`src/rtl/crypto_pkg.sv`:
```
// ---------------------------------------------------------------------------
// crypto_pkg : shared GF(2^4) helpers and FSM encoding for the MixColumns stages
// Rev 1.0
// ---------------------------------------------------------------------------
`default_nettype none

package crypto_pkg;

    localparam int          NIB_W        = 4;
    localparam int          COL_W        = 16;
    localparam logic [3:0]  GF4_POLY_LOW = 4'h3;

    typedef enum logic [1:0] {
        ST_IDLE = 2'd0,
        ST_BUSY = 2'd1,
        ST_DONE = 2'd2
    } state_e;

    // Multiply by x in GF(2^4) modulo x^4+x+1
    function automatic logic [NIB_W-1:0] gf4_mul2(input logic [NIB_W-1:0] x);
        logic [NIB_W-1:0] sh;
        sh = {x[NIB_W-2:0], 1'b0};
        return x[NIB_W-1] ? (sh ^ GF4_POLY_LOW) : sh;
    endfunction

    function automatic logic [NIB_W-1:0] gf4_mul3(input logic [NIB_W-1:0] x);
        return gf4_mul2(x) ^ x;
    endfunction

endpackage

`default_nettype wire

```
`src/rtl/inv_mix_columns_multi_if.sv`:
```
// ---------------------------------------------------------------------------
// inv_mix_columns_multi_if : state-in / state-out handshake bundle
// Rev 1.0
// ---------------------------------------------------------------------------
`default_nettype none

interface inv_mix_columns_multi_if #(
    parameter int NCOL = 4
) ();
    localparam int SW = 16 * NCOL;

    logic          in_valid;
    logic          in_ready;
    logic [SW-1:0] in_data;
    logic          in_bypass;
    logic          out_valid;
    logic          out_ready;
    logic [SW-1:0] out_data;
    logic          busy;

    modport master (
        output in_valid,
        output in_data,
        output in_bypass,
        output out_ready,
        input  in_ready,
        input  out_valid,
        input  out_data,
        input  busy
    );

    modport slave (
        input  in_valid,
        input  in_data,
        input  in_bypass,
        input  out_ready,
        output in_ready,
        output out_valid,
        output out_data,
        output busy
    );
endinterface

`default_nettype wire

```
`src/rtl/inv_mix_col_nib4.sv`:
```
// ---------------------------------------------------------------------------
// inv_mix_col_nib4 : combinational inverse MixColumns on one 16-bit column
// Rev 1.0
// ---------------------------------------------------------------------------
`default_nettype none

module inv_mix_col_nib4
    import crypto_pkg::*;
(
    input  logic [COL_W-1:0] col_i,
    output logic [COL_W-1:0] col_o
);
    logic [NIB_W-1:0] a, b, c, d;

    assign a = col_i[15:12];
    assign b = col_i[11:8];
    assign c = col_i[7:4];
    assign d = col_i[3:0];

    assign col_o[15:12] = a ^ gf4_mul3(b) ^ c ^ gf4_mul2(d);
    assign col_o[11:8]  = gf4_mul2(a) ^ b ^ gf4_mul3(c) ^ d;
    assign col_o[7:4]   = a ^ gf4_mul2(b) ^ c ^ gf4_mul3(d);
    assign col_o[3:0]   = gf4_mul3(a) ^ b ^ gf4_mul2(c) ^ d;
endmodule

`default_nettype wire

```
`src/rtl/inv_mix_columns_multi.sv`:
```
// ---------------------------------------------------------------------------
// inv_mix_columns_multi : multi-column inverse MixColumns, one column per cycle
// Rev 1.0
// ---------------------------------------------------------------------------
`default_nettype none

module inv_mix_columns_multi
    import crypto_pkg::*;
#(
    parameter int NCOL = 4,
    parameter int CNTW = $clog2(NCOL) + 1
) (
    input  logic                  clk,
    input  logic                  rst,
    inv_mix_columns_multi_if.slave bus
);
    localparam int SW = COL_W * NCOL;

    state_e           state_q;
    logic [CNTW-1:0]  cnt_q;
    logic [SW-1:0]    data_q;
    logic             out_valid_q;
    logic             busy_q;

    logic             in_ready;
    logic             take;
    logic [COL_W-1:0] col_sel;
    logic [COL_W-1:0] col_d;

    assign in_ready = (state_q == ST_IDLE) || ((state_q == ST_DONE) && bus.out_ready);
    assign take     = bus.in_valid && in_ready;

    always_comb begin
        col_sel = '0;
        for (int i = 0; i < NCOL; i++) begin
            if (cnt_q == CNTW'(i)) begin
                col_sel = data_q[SW-1-COL_W*i -: COL_W];
            end
        end
    end

    inv_mix_col_nib4 u_col (
        .col_i (col_sel),
        .col_o (col_d)
    );

    // Single FSM: a DONE state with out_ready may take a new state in the same edge
    always_ff @(posedge clk or negedge rst) begin
        if (!rst) begin
            state_q     <= ST_IDLE;
            cnt_q       <= '0;
            data_q      <= '0;
            out_valid_q <= 1'b0;
            busy_q      <= 1'b0;
        end else begin
            case (state_q)
                ST_IDLE, ST_DONE: begin
                    if (take) begin
                        data_q <= bus.in_data;
                        cnt_q  <= '0;
                        if (bus.in_bypass) begin
                            state_q     <= ST_DONE;
                            out_valid_q <= 1'b1;
                            busy_q      <= 1'b0;
                        end else begin
                            state_q     <= ST_BUSY;
                            out_valid_q <= 1'b0;
                            busy_q      <= 1'b1;
                        end
                    end else if ((state_q == ST_DONE) && bus.out_ready) begin
                        state_q     <= ST_IDLE;
                        out_valid_q <= 1'b0;
                    end
                end
                ST_BUSY: begin
                    for (int i = 0; i < NCOL; i++) begin
                        if (cnt_q == CNTW'(i)) begin
                            data_q[SW-1-COL_W*i -: COL_W] <= col_d;
                        end
                    end
                    if (cnt_q == CNTW'(NCOL - 1)) begin
                        state_q     <= ST_DONE;
                        cnt_q       <= '0;
                        out_valid_q <= 1'b1;
                        busy_q      <= 1'b0;
                    end else begin
                        cnt_q <= cnt_q + CNTW'(1);
                    end
                end
                default: begin
                    state_q     <= ST_IDLE;
                    cnt_q       <= '0;
                    out_valid_q <= 1'b0;
                    busy_q      <= 1'b0;
                end
            endcase
        end
    end

    assign bus.in_ready  = in_ready;
    assign bus.out_valid = out_valid_q;
    assign bus.out_data  = data_q;
    assign bus.busy      = busy_q;
endmodule

`default_nettype wire

```
`src/flat_wrapper.sv`:
```
// flat-port wrapper written by rule: the top's interface ports become plain ports
module inv_mix_columns_multi_flat import crypto_pkg::*;
#(
    parameter int NCOL = 4,
    parameter int CNTW = $clog2(NCOL) + 1
)
  (clk, rst, bus_in_valid, bus_in_data, bus_in_bypass, bus_out_ready, bus_in_ready, bus_out_valid, bus_out_data, bus_busy);
  inv_mix_columns_multi_if #(.NCOL(NCOL)) bus_i ();
  input  logic clk;
  input  logic rst;
  input wire logic [$bits(bus_i.in_valid)-1:0] bus_in_valid;
  input wire logic [$bits(bus_i.in_data)-1:0] bus_in_data;
  input wire logic [$bits(bus_i.in_bypass)-1:0] bus_in_bypass;
  input wire logic [$bits(bus_i.out_ready)-1:0] bus_out_ready;
  output wire logic [$bits(bus_i.in_ready)-1:0] bus_in_ready;
  output wire logic [$bits(bus_i.out_valid)-1:0] bus_out_valid;
  output wire logic [$bits(bus_i.out_data)-1:0] bus_out_data;
  output wire logic [$bits(bus_i.busy)-1:0] bus_busy;
  assign bus_i.in_valid = bus_in_valid;
  assign bus_i.in_data = bus_in_data;
  assign bus_i.in_bypass = bus_in_bypass;
  assign bus_i.out_ready = bus_out_ready;
  assign bus_in_ready = bus_i.in_ready;
  assign bus_out_valid = bus_i.out_valid;
  assign bus_out_data = bus_i.out_data;
  assign bus_busy = bus_i.busy;
  inv_mix_columns_multi #(.NCOL(NCOL), .CNTW(CNTW)) u_core (.clk(clk), .rst(rst), .bus(bus_i));
endmodule
```
`config.mk`:
```
export PLATFORM = sky130hd
export DESIGN_NAME = inv_mix_columns_multi_flat
export DESIGN_NICKNAME = d
export VERILOG_FILES = /design/src/rtl/crypto_pkg.sv /design/src/rtl/inv_mix_columns_multi_if.sv /design/src/rtl/inv_mix_col_nib4.sv /design/src/rtl/inv_mix_columns_multi.sv /design/src/flat_wrapper.sv
export SDC_FILE = /design/constraint.sdc
export NUM_CORES = 1
export LEC_CHECK = 0
export CAP_MARGIN = 40
export CORE_ASPECT_RATIO = 0.6
export CORE_MARGIN = 1.5
export CORE_UTILIZATION = 65
export DETAILED_ROUTE_END_ITERATION = 10
export DONT_BUFFER_PORTS = 1
export GPL_TIMING_DRIVEN = 0
export HOLD_SLACK_MARGIN = 0.1
export PLACE_DENSITY_LB_ADDON = 0.12
export SLEW_MARGIN = 20
export SYNTH_ARGS = -nofsm -noshare
export SYNTH_HDL_FRONTEND = slang
export SYNTH_SLANG_ARGS = --single-unit
```
`constraint.sdc`:
```
create_clock -name clk -period 6.25 [get_ports clk]
set_clock_uncertainty 0.15 [all_clocks]
set_input_delay 0.9375 -clock clk [delete_from_list [all_inputs] [get_ports clk]]
set_output_delay 0.9375 -clock clk [all_outputs]
set_load 0.03 [all_outputs]
```
==> results of run 1 <==
placed cells by master, fill, tap and decap left out, types with 3 or more instances in the layout:
| cell type | netlist | layout |
|---|---|---|
| xor2_1 | 13 | 13 |
| inv_1 | 6 | 6 |
| o211ai_1 | 6 | 6 |
| a21oi_1 | 7 | 7 |
| clkbuf_1 | 17 | 18 |
| a31oi_1 | 57 | 57 |
| a221oi_2 | 8 | 8 |
| buf_2 | 6 | 7 |
| nor3_1 | 3 | 3 |
| nor2_1 | 66 | 66 |
| nor2b_1 | 3 | 3 |
| xnor2_1 | 13 | 13 |
| nand2_1 | 70 | 70 |
| ha_1 | 4 | 4 |
| buf_4 | 4 | 4 |
| clkbuf_8 | 0 | 10 |
| a221oi_1 | 4 | 4 |
| dfrtp_1 | 70 | 70 |
| o21a_1 | 4 | 4 |
| nand3_1 | 6 | 6 |
| a2bb2oi_2 | 12 | 12 |
| nand2b_1 | 14 | 14 |
| xnor2_2 | 3 | 3 |
| o21ai_0 | 11 | 11 |
| o21ai_1 | 4 | 4 |
critical path, cell delays in order (launching register included):
cell and delay [ns]:
dfrtp_1 0.40, inv_1 0.08, ha_1 0.23, buf_4 0.22
buf_4 0.21, nand3b_1 0.17, a31oi_1 0.32, xor2_1 0.11
o21ai_1 0.22, xor2_1 0.28, xor2_1 0.44, o221ai_1 0.17
o21a_1 0.13
per-stage QoR:
stage / area [um^2] / std cells / worst slack [ns] / utilization [%] / hold WS, ns
after CTS: 4340 / 538 / 3.03 / 71.7 / 0.121
after detailed placement: 4150 / 523 / 3.00 / 68.5 / 0.404
after floorplan: 4040 / 438 / 3.55 / - / 0.377
after global routing: 4340 / 538 / 2.79 / 71.7 / 0.114
final: 4340 / 538 / 2.99 / 71.7 / 0.123
after global placement: 4150 / 522 / 3.07 / 68.5 / 0.410
cell type report:
class	instances	share of cell area, %
Multi-Input combinational cell	333	49.0
Buffer	28	3.11
Clock inverter	4	1.10
Sequential cell	70	40.4
Inverter	7	0.606
Clock buffer	11	3.26
Timing Repair Buffer	1	0.115
Tap cell	84	2.42
layer usage:
| layer | vias to the layer above | part of all wire [%] | track usage (%) |
|---|---|---|---|
| li1 | 1582 | - | - |
| met1 | 1754 | 40 | 55.1 |
| met2 | 306 | 42 | 56.9 |
| met3 | 36 | 16 | 16.6 |
| met4 | 0 | 2.3 | 12.8 |
| met5 | - | 0 | 0 |
registers in the layout, indices dropped and copies added, names as in the netlist:
register	flops
u_core.bus.out_data	64
u_core.cnt_q	3
u_core.bus.busy	1
u_core.bus.out_valid	1
u_core.state_q	1
final timing paths:
| check | to | slack [ns] | from |
|---|---|---|---|
| min reg2reg | u_core.cnt_q[1]$_DFFE_PN0N_ | 0.43 | u_core.cnt_q[1]$_DFFE_PN0N_ |
| min | u_core.bus.out_data[36]$_DFFE_PN0P_ | 0.12 | rst |
| max | u_core.bus.out_data[15]$_DFFE_PN0P_ | 2.99 | u_core.cnt_q[1]$_DFFE_PN0N_ |
| min in group clk | u_core.cnt_q[1]$_DFFE_PN0N_ | 0.43 | u_core.cnt_q[1]$_DFFE_PN0N_ |
| max in group asynchronous | u_core.bus.out_valid$_DFFE_PN0P_ | 5.68 | rst |
| max reg2reg | u_core.bus.out_data[15]$_DFFE_PN0P_ | 2.99 | u_core.cnt_q[1]$_DFFE_PN0N_ |
cell families after synthesis:
family	count (synthesis)	synth area share, %
flip-flops	70	43.4
XOR/XNOR	32	8.42
AND/OR/NAND/NOR	171	18.4
adder cells (fa/ha/maj)	4	1.24
buffers and inverters	35	3.99
AO/OA/AOI/OAI	123	23.8
multiplexers	3	0.774
==> metrics.md, run 1 <==
| Metric | Value |
|---|---|
| Status | `finished, final reports clean` |
| Top cell type's share of synthesized area | `43.4%` |
| Root buffer cell | `clkbuf_8` |
| Syn_nets | `511` |
| Antenna violations before repair | `0` |
| Chip Width | `105 um` |
| Gr ovfl total | `0` |
| Starting Density | `66.7%` |
| Vias per inst | `6.84` |
| Fill count | `455` |
| Setup TNS | `0 ns` |
| Nets@finish | `523` |
| Clock Latency Late Sink | `0.35 ns` |
| CTS Hold Bufs | `0` |
| First-pass GRT wire length | `19700 um` |
| Syn-to-layout area delta | `7.40%` |
| Vias | `3678` |
| Crit path max fanout | `10` |
| Post-route DRC | `0` |
| CP arrival | `3.36 ns` |
| # Post-CTS Setup Buffers | `0` |
| Crit path time final | `3.26 ns` |
| Max-Cap Viols | `0` |
| Pin count of the biggest net entering global routing | `71` |
| Input/output buffers | `0` |
| Worst slew pin tran | `0.802 ns` |
| Drt first-iter violations | `356` |
| Clock slew at reported path FFs | `0.08 ns` |
| Crit share post-route | `52.2%` |
| Resize count post-CTS | `0` |
| Async set-reset flop share out of synthesis | `100%` |
| Cell variety after synth | `46` |
| Min-delay worst type | `in2async` |
| Synth warn | `0` |
| F_max | `0.306 GHz` |
| Reg area | `1750 um^2` |
| Std-Cell Rows | `22` |
| DIE AREA | `6710 um^2` |
| Main synth FF type | `dfrtp_1` |
| Area of the multi-input gates | `2130 um^2` |
| IO Count | `136` |
| Synthesis-stage register bit count | `70` |
| Drt wl/cell | `24.4 um` |
| Critical path class | `reg2reg` |
| Antenna Cells | `0` |
| Clock Tree Buf Depth | `2` |
| H-Tree Depth | `3` |
| Top cells by count, synth | `70 x dfrtp_1, 70 x nand2_1, 66 x nor2_1` |
| Core ar. | `6060 um^2` |
| Final setup vio count | `0` |
| Drt first pass iters | `5` |
| FF-to-FF path depth | `12` |
| Post-synthesis cell type with the largest combined area | `dfrtp_1` |
| Final Hold Fails | `0` |
| Routed Antenna Nets | `0` |
| Largest cells by area after synthesis | `dfrtp_1 43%, a31oi_1 8.8%, nand2_1 6.5%` |
| Vias in the first global route | `3459` |
| Post-DP HPWL | `9390 um` |
| Avg Synthesized Cell Area | `9.22 um^2` |
| Post-synth EDFFs | `0` |
| Syn Std Cell Area | `4040 um^2` |
| Worst setup EP type | `flop` |
| Sequential area share after synthesis | `43.4%` |
| Slew headroom | `46.5%` |
| CTS sink cnt | `70` |
| Die Span Y | `64.1 um` |
| Layout cells sized above 1 | `13.0%` |
| Mapped Cells | `438` |
| RSZ-0062 raised after global routing | `false` |
| Routed WL | `13100 um` |
| CTS tree | `done` |
| CP Launch Type | `flop` |
| Max Slew Vio Count | `0` |
| RePlAce Congestion | `0.954` |
| Num CTS Buffers | `9` |
| GRT Util Overall | `39.9%` |
| Required @ worst endpoint | `6.34 ns` |
Power of run 1 is left out: the tool's default activity adds up to more than one toggle a clock period on the data nets, which glitch-free logic cannot reach.
==> inputs of run 2 (changes only) <==
--- a/config.mk
+++ b/config.mk
@@ -8,7 +8,7 @@
 export CAP_MARGIN = 40
 export CORE_ASPECT_RATIO = 0.6
 export CORE_MARGIN = 1.5
-export CORE_UTILIZATION = 65
+export CORE_UTILIZATION = 64
 export DETAILED_ROUTE_END_ITERATION = 10
 export DONT_BUFFER_PORTS = 1
 export GPL_TIMING_DRIVEN = 0
==> constraint.sdc (replaced) <==
create_clock -name clk -period 3.3 [get_ports clk]
set_clock_uncertainty 0.15 [all_clocks]
set_input_delay 0.495 -clock clk [delete_from_list [all_inputs] [get_ports clk]]
set_output_delay 0.495 -clock clk [all_outputs]
set_load 0.03 [all_outputs]
==> metrics.md, run 2 (synthesized netlist as in run 1, its figures left out) <==
| Metric | Value |
|---|---|
| Status | `finished, final reports clean (unchanged)` |
| Largest stage delay, worst path | `0.49 ns (was 0.44 ns)` |
| Crit share post-route | `98.0% (was 52.2%)` |
| Root buffer cell | `clkbuf_8 (unchanged)` |
| Post-DP HPWL | `9330 um (was 9390 um)` |
| Die Span Y | `64.5 um (was 64.1 um)` |
| Chip Width | `106 um (was 105 um)` |
| Clock slew at reported path FFs | `0.08 ns (about the same)` |
| CP Cell Sequence | `inv_1, ha_2, and2b_4, buf_8, a21oi_1, or4_4, xnor2_4, xnor3_2, xnor2_1, nand2_1, a31oi_1 (was inv_1, ha_1, buf_4, buf_4, nand3b_1, a31oi_1, xor2_1, o21ai_1, xor2_1, xor2_1, o221ai_1, o21a_1)` |
| Core ar. | `6110 um^2 (was 6060 um^2)` |
| DP Area | `4150 um^2 (unchanged)` |
| Crit path max fanout | `10 (unchanged)` |
| Antenna violations before repair | `0 (unchanged)` |
| Std-Cell Rows | `22 (unchanged)` |
| Drt first-iter violations | `411 (was 356)` |
| Syn-to-layout area delta | `11.5% (was 7.40%)` |
| DIE AREA | `6810 um^2 (was 6710 um^2)` |
| CP Depth | `11 (was 12)` |
| Num CTS Buffers | `9 (unchanged)` |
| Vias in the first global route | `3520 (was 3459)` |
| GRT Util Overall | `39.9% (about the same)` |
| H-Tree Depth | `3 (unchanged)` |
| Metal-1 WL | `5280 um (about the same)` |
| Final setup vio count | `0 (unchanged)` |
| CTS sink cnt | `70 (unchanged)` |
| Clock Tree Buf Depth | `2 (unchanged)` |
| Final Hold Fails | `0 (unchanged)` |
| Hold path cells | `2` |
| Fill count | `464 (was 455)` |
| Top Metal Used | `met4 (unchanged)` |
| CP Launch Type | `flop (unchanged)` |
| Max Slew Vio Count | `0 (unchanged)` |
| Drt wl/cell | `24.5 um (was 24.4 um)` |
| Required @ worst endpoint | `3.42 ns (was 6.34 ns)` |
| Max-Cap Viols | `0 (unchanged)` |
| Pin count of the biggest net entering global routing | `71 (unchanged)` |
| RePlAce Congestion | `0.974 (was 0.954)` |
| Post-route DRC | `0 (unchanged)` |
| CP arrival | `3.36 ns (about the same)` |
| Worst setup EP type | `flop (unchanged)` |
| Routed WL | `13400 um (was 13100 um)` |
| Finished Core Util | `73.7% (was 71.7%)` |
| Slowest stage cell, crit path | `or4_4 (was xor2_1)` |
| Layout cells sized above 1 | `16.5% (was 13.0%)` |
| CP top delay family | `simple AND/OR/NAND/NOR gates (was compound AO/OA/AOI/OAI gates)` |
| Vias per inst | `6.80 (was 6.84)` |
| Drt first pass iters | `5 (unchanged)` |
| Min-delay worst type | `in2reg (was in2async)` |
| Met3 WL post-DR | `2170 um (was 2050 um)` |
| IO Count | `136 (unchanged)` |
| Crit path buffers/inverters | `2 (was 3)` |
| Finished Cell Area | `4500 um^2 (was 4340 um^2)` |
| Routed Antenna Nets | `0 (unchanged)` |
| Commonest cells after routing, fill and taps aside | `70 x dfrtp_1, 69 x nand2_1, 66 x nor2_1 (was 70 x nand2_1, 70 x dfrtp_1, 66 x nor2_1)` |
| Clock Latency Late Sink | `0.36 ns (was 0.35 ns)` |
| First-pass GRT wire length | `19700 um (unchanged)` |
| Setup TNS | `0 ns (unchanged)` |
| Input/output buffers | `0 (unchanged)` |
| CTS tree | `done (unchanged)` |
| FF-to-FF path depth | `11 (was 12)` |
| Crit path time final | `3.23 ns (was 3.26 ns)` |
| Met2 Routed Length | `5560 um (was 5480 um)` |
| Worst slew pin tran | `0.755 ns (was 0.802 ns)` |
| Vias | `3715 (was 3678)` |
| Max reg flops | `64 (unchanged)` |
| Gr ovfl total | `0 (unchanged)` |
| Slew headroom | `49.7% (was 46.5%)` |
| Nets@finish | `530 (was 523)` |
| Critical path class | `reg2reg (unchanged)` |
| F_max | `0.309 GHz (was 0.306 GHz)` |
| Antenna Cells | `0 (unchanged)` |
| Starting Density | `66.1% (was 66.7%)` |
| Most common cell after layout, fill and taps aside | `dfrtp_1` |
==> run 2: cell count changes in the layout (fill, tap and decap cells not counted), moves of 2 or more <==
cell           delta
clkinv_4          +2
ha_1              -2
xnor2_1           -2
xor2_1            -3
dlygate4sd3_1     +2
xor2_2            +3
buf_4             +4
o21ai_2           +2
o21ai_1           -2
==> run 2: worst paths after layout <==
path,start,end,slack (ns)
max in group asynchronous,rst,u_core.bus.out_data[38]$_DFFE_PN0P_,2.16
max,u_core.cnt_q[1]$_DFFE_PN0N_,u_core.bus.out_data[21]$_DFFE_PN0P_,0.07
min,bus_in_data[42],u_core.bus.out_data[42]$_DFFE_PN0P_,0.12
min reg2reg,u_core.cnt_q[1]$_DFFE_PN0N_,u_core.cnt_q[1]$_DFFE_PN0N_,0.44
min in group asynchronous,rst,u_core.bus.out_data[55]$_DFFE_PN0P_,0.53
max reg2reg,u_core.cnt_q[1]$_DFFE_PN0N_,u_core.bus.out_data[21]$_DFFE_PN0P_,0.07
==> run 2: layout make-up <==
| class | count | area (um^2) | share of cell area (%) |
|---|---|---|---|
| multi-input cells | 333 | 2210 | 49.0 |
| repair buffers | 8 | 82.6 | 1.83 |
| clock inverters | 5 | 60.1 | 1.33 |
| inverters | 7 | 26.3 | 0.583 |
| clock buffers | 11 | 131 | 2.92 |
| flip-flops and latches | 70 | 1750 | 38.9 |
| well taps | 84 | 105 | 2.33 |
| plain buffers | 28 | 139 | 3.08 |
==> run 2: worst register-to-register path, delay by kind of cell, from the launching register on <==
| kind | cells | cell delay (ns) |
|---|---|---|
| buffers and inverters | 2 | 0.29 |
| DFF | 1 | 0.40 |
| xor gates and xnor gates | 3 | 0.87 |
| and+or+nand+nor | 3 | 0.95 |
| AOI/OAI and AO/OA | 2 | 0.27 |
| adders and majority gates | 1 | 0.23 |
==> run 2: per-layer routing <==
layer	vias to the layer above	global-route usage, %
met3	36	17.7
met5	-	0
met4	0	14.9
met2	328	56.4
li1	1588	-
met1	1763	54.2
==> run 2: metrics by stage <==
step           hold slack, ns  cells  setup WS, ns
3_3_place_gp           0.0509    522         0.146
3_5_place_dp           0.0514    523        0.0576
4_1_cts                 0.124    542        0.0264
5_1_grt                 0.121    546       -0.0364
6_report                0.121    546        0.0658
2_1_floorplan          0.0494    438         0.600
==> run 2: repair_timing <==
action	4_1_cts	5_1_grt
gates resized for setup	0	15
endpoints found under the setup margin	0	22
hold endpoints to repair	72	0
hold buffers	3	0
buffers inserted	0	4
Power of run 2 is left out for the same reason.
==> inputs of run 3 (changes only) <==
--- a/config.mk
+++ b/config.mk
@@ -14,7 +14,6 @@
 export GPL_TIMING_DRIVEN = 0
 export HOLD_SLACK_MARGIN = 0.1
 export PLACE_DENSITY_LB_ADDON = 0.12
-export SLEW_MARGIN = 20
 export SYNTH_ARGS = -nofsm -noshare
 export SYNTH_HDL_FRONTEND = slang
 export SYNTH_SLANG_ARGS = --single-unit
==> metrics.md, run 3 (synthesized netlist as in run 1, its figures left out) <==
| Metric | Value |
|---|---|
| CTS tree | `done (unchanged)` |
| Reg2reg start | `u_core.cnt_q[1]$_DFFE_PN0N_ (unchanged)` |
| Routed Antenna Nets | `0 (unchanged)` |
| Final setup vio count | `0 (unchanged)` |
| Required @ worst endpoint | `3.43 ns (was 3.42 ns)` |
| Die Span Y | `64.5 um (unchanged)` |
| Gr ovfl total | `0 (unchanged)` |
| Critical path class | `reg2reg (unchanged)` |
| Min-delay worst type | `in2reg (unchanged)` |
| Drt first pass iters | `5 (unchanged)` |
| Layout cells sized above 1 | `15.8% (was 16.5%)` |
| F_max | `0.316 GHz (was 0.309 GHz)` |
| FF-to-FF path depth | `11 (unchanged)` |
| Num CTS Buffers | `9 (unchanged)` |
| Antenna Cells | `0 (unchanged)` |
| Placed cells | `523 (unchanged)` |
| Final worst-path setup slack | `0.132 ns (was 0.0658 ns)` |
| Fin cells | `545 (was 546)` |
| Syn-to-layout area delta | `11.1% (was 11.5%)` |
| Most common cell after layout, fill and taps aside | `dfrtp_1 (unchanged)` |
| CP arrival | `3.30 ns (was 3.36 ns)` |
| Area of the multi-input gates | `2200 um^2 (was 2210 um^2)` |
| Slew headroom | `50.6% (was 49.7%)` |
| Max Slew Vio Count | `0 (unchanged)` |
| Vias in the first global route | `3471 (was 3520)` |
| Status | `finished, final reports clean (unchanged)` |
| Core ar. | `6110 um^2 (unchanged)` |
| Vias per inst | `6.82 (was 6.80)` |
| Commonest cells after routing, fill and taps aside | `70 x dfrtp_1, 69 x nand2_1, 66 x nor2_1 (unchanged)` |
| Root buffer cell | `clkbuf_8 (unchanged)` |
| Starting Density | `66.1% (unchanged)` |
| First-pass GRT wire length | `19400 um (was 19700 um)` |
| CP Launch Type | `flop (unchanged)` |
| RR Endpoint | `u_core.bus.out_data[53]$_DFFE_PN0P_ (was u_core.bus.out_data[21]$_DFFE_PN0P_)` |
| Nets@finish | `529 (was 530)` |
| Clock Tree Buf Depth | `2 (unchanged)` |
| Routed WL | `13100 um (was 13400 um)` |
| CTS sink cnt | `70 (unchanged)` |
| Post-DP HPWL | `9320 um (was 9330 um)` |
| Met2 GRT Util | `54.7% (was 56.4%)` |
| Post-place setup slack | `0.0262 ns (was 0.0576 ns)` |
| Reg area | `1750 um^2 (unchanged)` |
| Most used routing layer | `met1 (was met2)` |
| Drt first-iter violations | `407 (was 411)` |
| Max reg flops | `64 (unchanged)` |
| Met1 Track Usage GR | `55.1% (was 54.2%)` |
| DIE AREA | `6810 um^2 (unchanged)` |
| Chip Width | `106 um (unchanged)` |
| Antenna violations before repair | `0 (unchanged)` |
| Fill count | `449 (was 464)` |
| Worst setup EP type | `flop (unchanged)` |
| Met3 GRT Util | `17.6% (was 17.7%)` |
| Hold endpoint | `u_core.bus.out_data[24]$_DFFE_PN0P_ (was u_core.bus.out_data[42]$_DFFE_PN0P_)` |
| GRT Util Overall | `39.6% (was 39.9%)` |
| Std-Cell Rows | `22 (unchanged)` |
| H-Tree Depth | `3 (unchanged)` |
| Input/output buffers | `0 (unchanged)` |
| Crit path time final | `3.17 ns (was 3.23 ns)` |
| IO Count | `136 (unchanged)` |
| CP Cell Sequence | `inv_1, ha_2, and2b_4, buf_8, a21oi_1, or4_4, xnor2_4, xnor3_1, xnor2_1, nand2_1, a31oi_1 (was inv_1, ha_2, and2b_4, buf_8, a21oi_1, or4_4, xnor2_4, xnor3_2, xnor2_1, nand2_1, a31oi_1)` |
| Reg-to-reg slack, setup | `0.13 ns (was 0.07 ns)` |
| Final Hold Fails | `0 (unchanged)` |
| Slowest stage cell, crit path | `or4_4 (unchanged)` |
| RePlAce Congestion | `0.974 (unchanged)` |
| Hold path start | `bus_in_data[24] (was bus_in_data[42])` |
| Post-route DRC | `0 (unchanged)` |
| Crit path max fanout | `10 (unchanged)` |
| Hold path cells | `2 (unchanged)` |
| RSZ-0062 raised after global routing | `false` |
| Drt wl/cell | `24.0 um (was 24.5 um)` |
| Clock slew at reported path FFs | `0.08 ns (about the same)` |
| Largest stage delay, worst path | `0.48 ns (was 0.49 ns)` |
| Pin count of the biggest net entering global routing | `71 (unchanged)` |
| Crit path buffers/inverters | `2 (unchanged)` |
| Crit share post-route | `96.0% (was 98.0%)` |
| Clock Latency Late Sink | `0.36 ns (about the same)` |
| Max-Cap Viols | `0 (unchanged)` |
| CP top delay family | `simple AND/OR/NAND/NOR gates (unchanged)` |
| Vias | `3715 (unchanged)` |
| Setup TNS | `0 ns (unchanged)` |
| Worst slew pin tran | `0.741 ns (was 0.755 ns)` |
==> run 3: changes by cell type in the layout (fill, tap and decap cells not counted) <==
| cell | delta |
|---|---|
| o21ai_1 | +1 |
| buf_4 | -1 |
| xnor2_1 | +1 |
| xnor2_2 | -1 |
| xnor3_1 | +1 |
| xnor3_2 | -1 |
| o21ai_0 | -1 |
==> run 3: how the worst max path moves through the flow <==
stage                                            from                                  end  slack, ns  depth (start not counted)
final                     u_core.cnt_q[1]$_DFFE_PN0N_  u_core.bus.out_data[53]$_DFFE_PN0P_       0.13                         11
after floorplan           u_core.cnt_q[0]$_DFFE_PN0N_  u_core.bus.out_data[41]$_DFFE_PN0P_       0.60                         11
after global routing      u_core.cnt_q[0]$_DFFE_PN0N_   u_core.bus.out_data[7]$_DFFE_PN0P_       0.02                         12
after CTS                 u_core.cnt_q[1]$_DFFE_PN0N_  u_core.bus.out_data[15]$_DFFE_PN0P_     -0.003                         12
after detailed placement  u_core.cnt_q[1]$_DFFE_PN0N_  u_core.bus.out_data[15]$_DFFE_PN0P_       0.03                         12
after global placement    u_core.cnt_q[1]$_DFFE_PN0N_  u_core.bus.out_data[15]$_DFFE_PN0P_       0.15                         12
==> run 3: area by class of cell <==
class	instances	area share, %
Multi-Input combinational cell	333	49.0
Sequential cell	70	39.0
Buffer	28	3.09
Clock buffer	11	2.93
Tap cell	84	2.34
Timing Repair Buffer	7	1.67
Clock inverter	5	1.34
Inverter	7	0.585
==> run 3: metal layers <==
metal / up-vias / wire length, um
met3: 33 / 1870
met2: 281 / 5440
li1: 1597 / -
met5: - / 0
met1: 1804 / 5500
met4: 0 / 269
==> run 3: stage by stage <==
step                      area [um^2]  utilization (%)  hold slack (ns)
final                            4490             73.4            0.124
after global routing             4490             73.4            0.114
after CTS                        4390             71.8            0.121
after detailed placement         4150             67.9           0.0513
after global placement           4150             67.8           0.0509
after floorplan                  4040                -           0.0494
==> run 3: what timing repair did <==
action,CTS,global route
setup buffers,0,3
resized for setup,0,14
endpoints found under the setup margin,1,20
hold buffers,3,0
endpoints found under the hold margin,72,0
pin swaps,0,4
Power of run 3 is left out for the same reason.
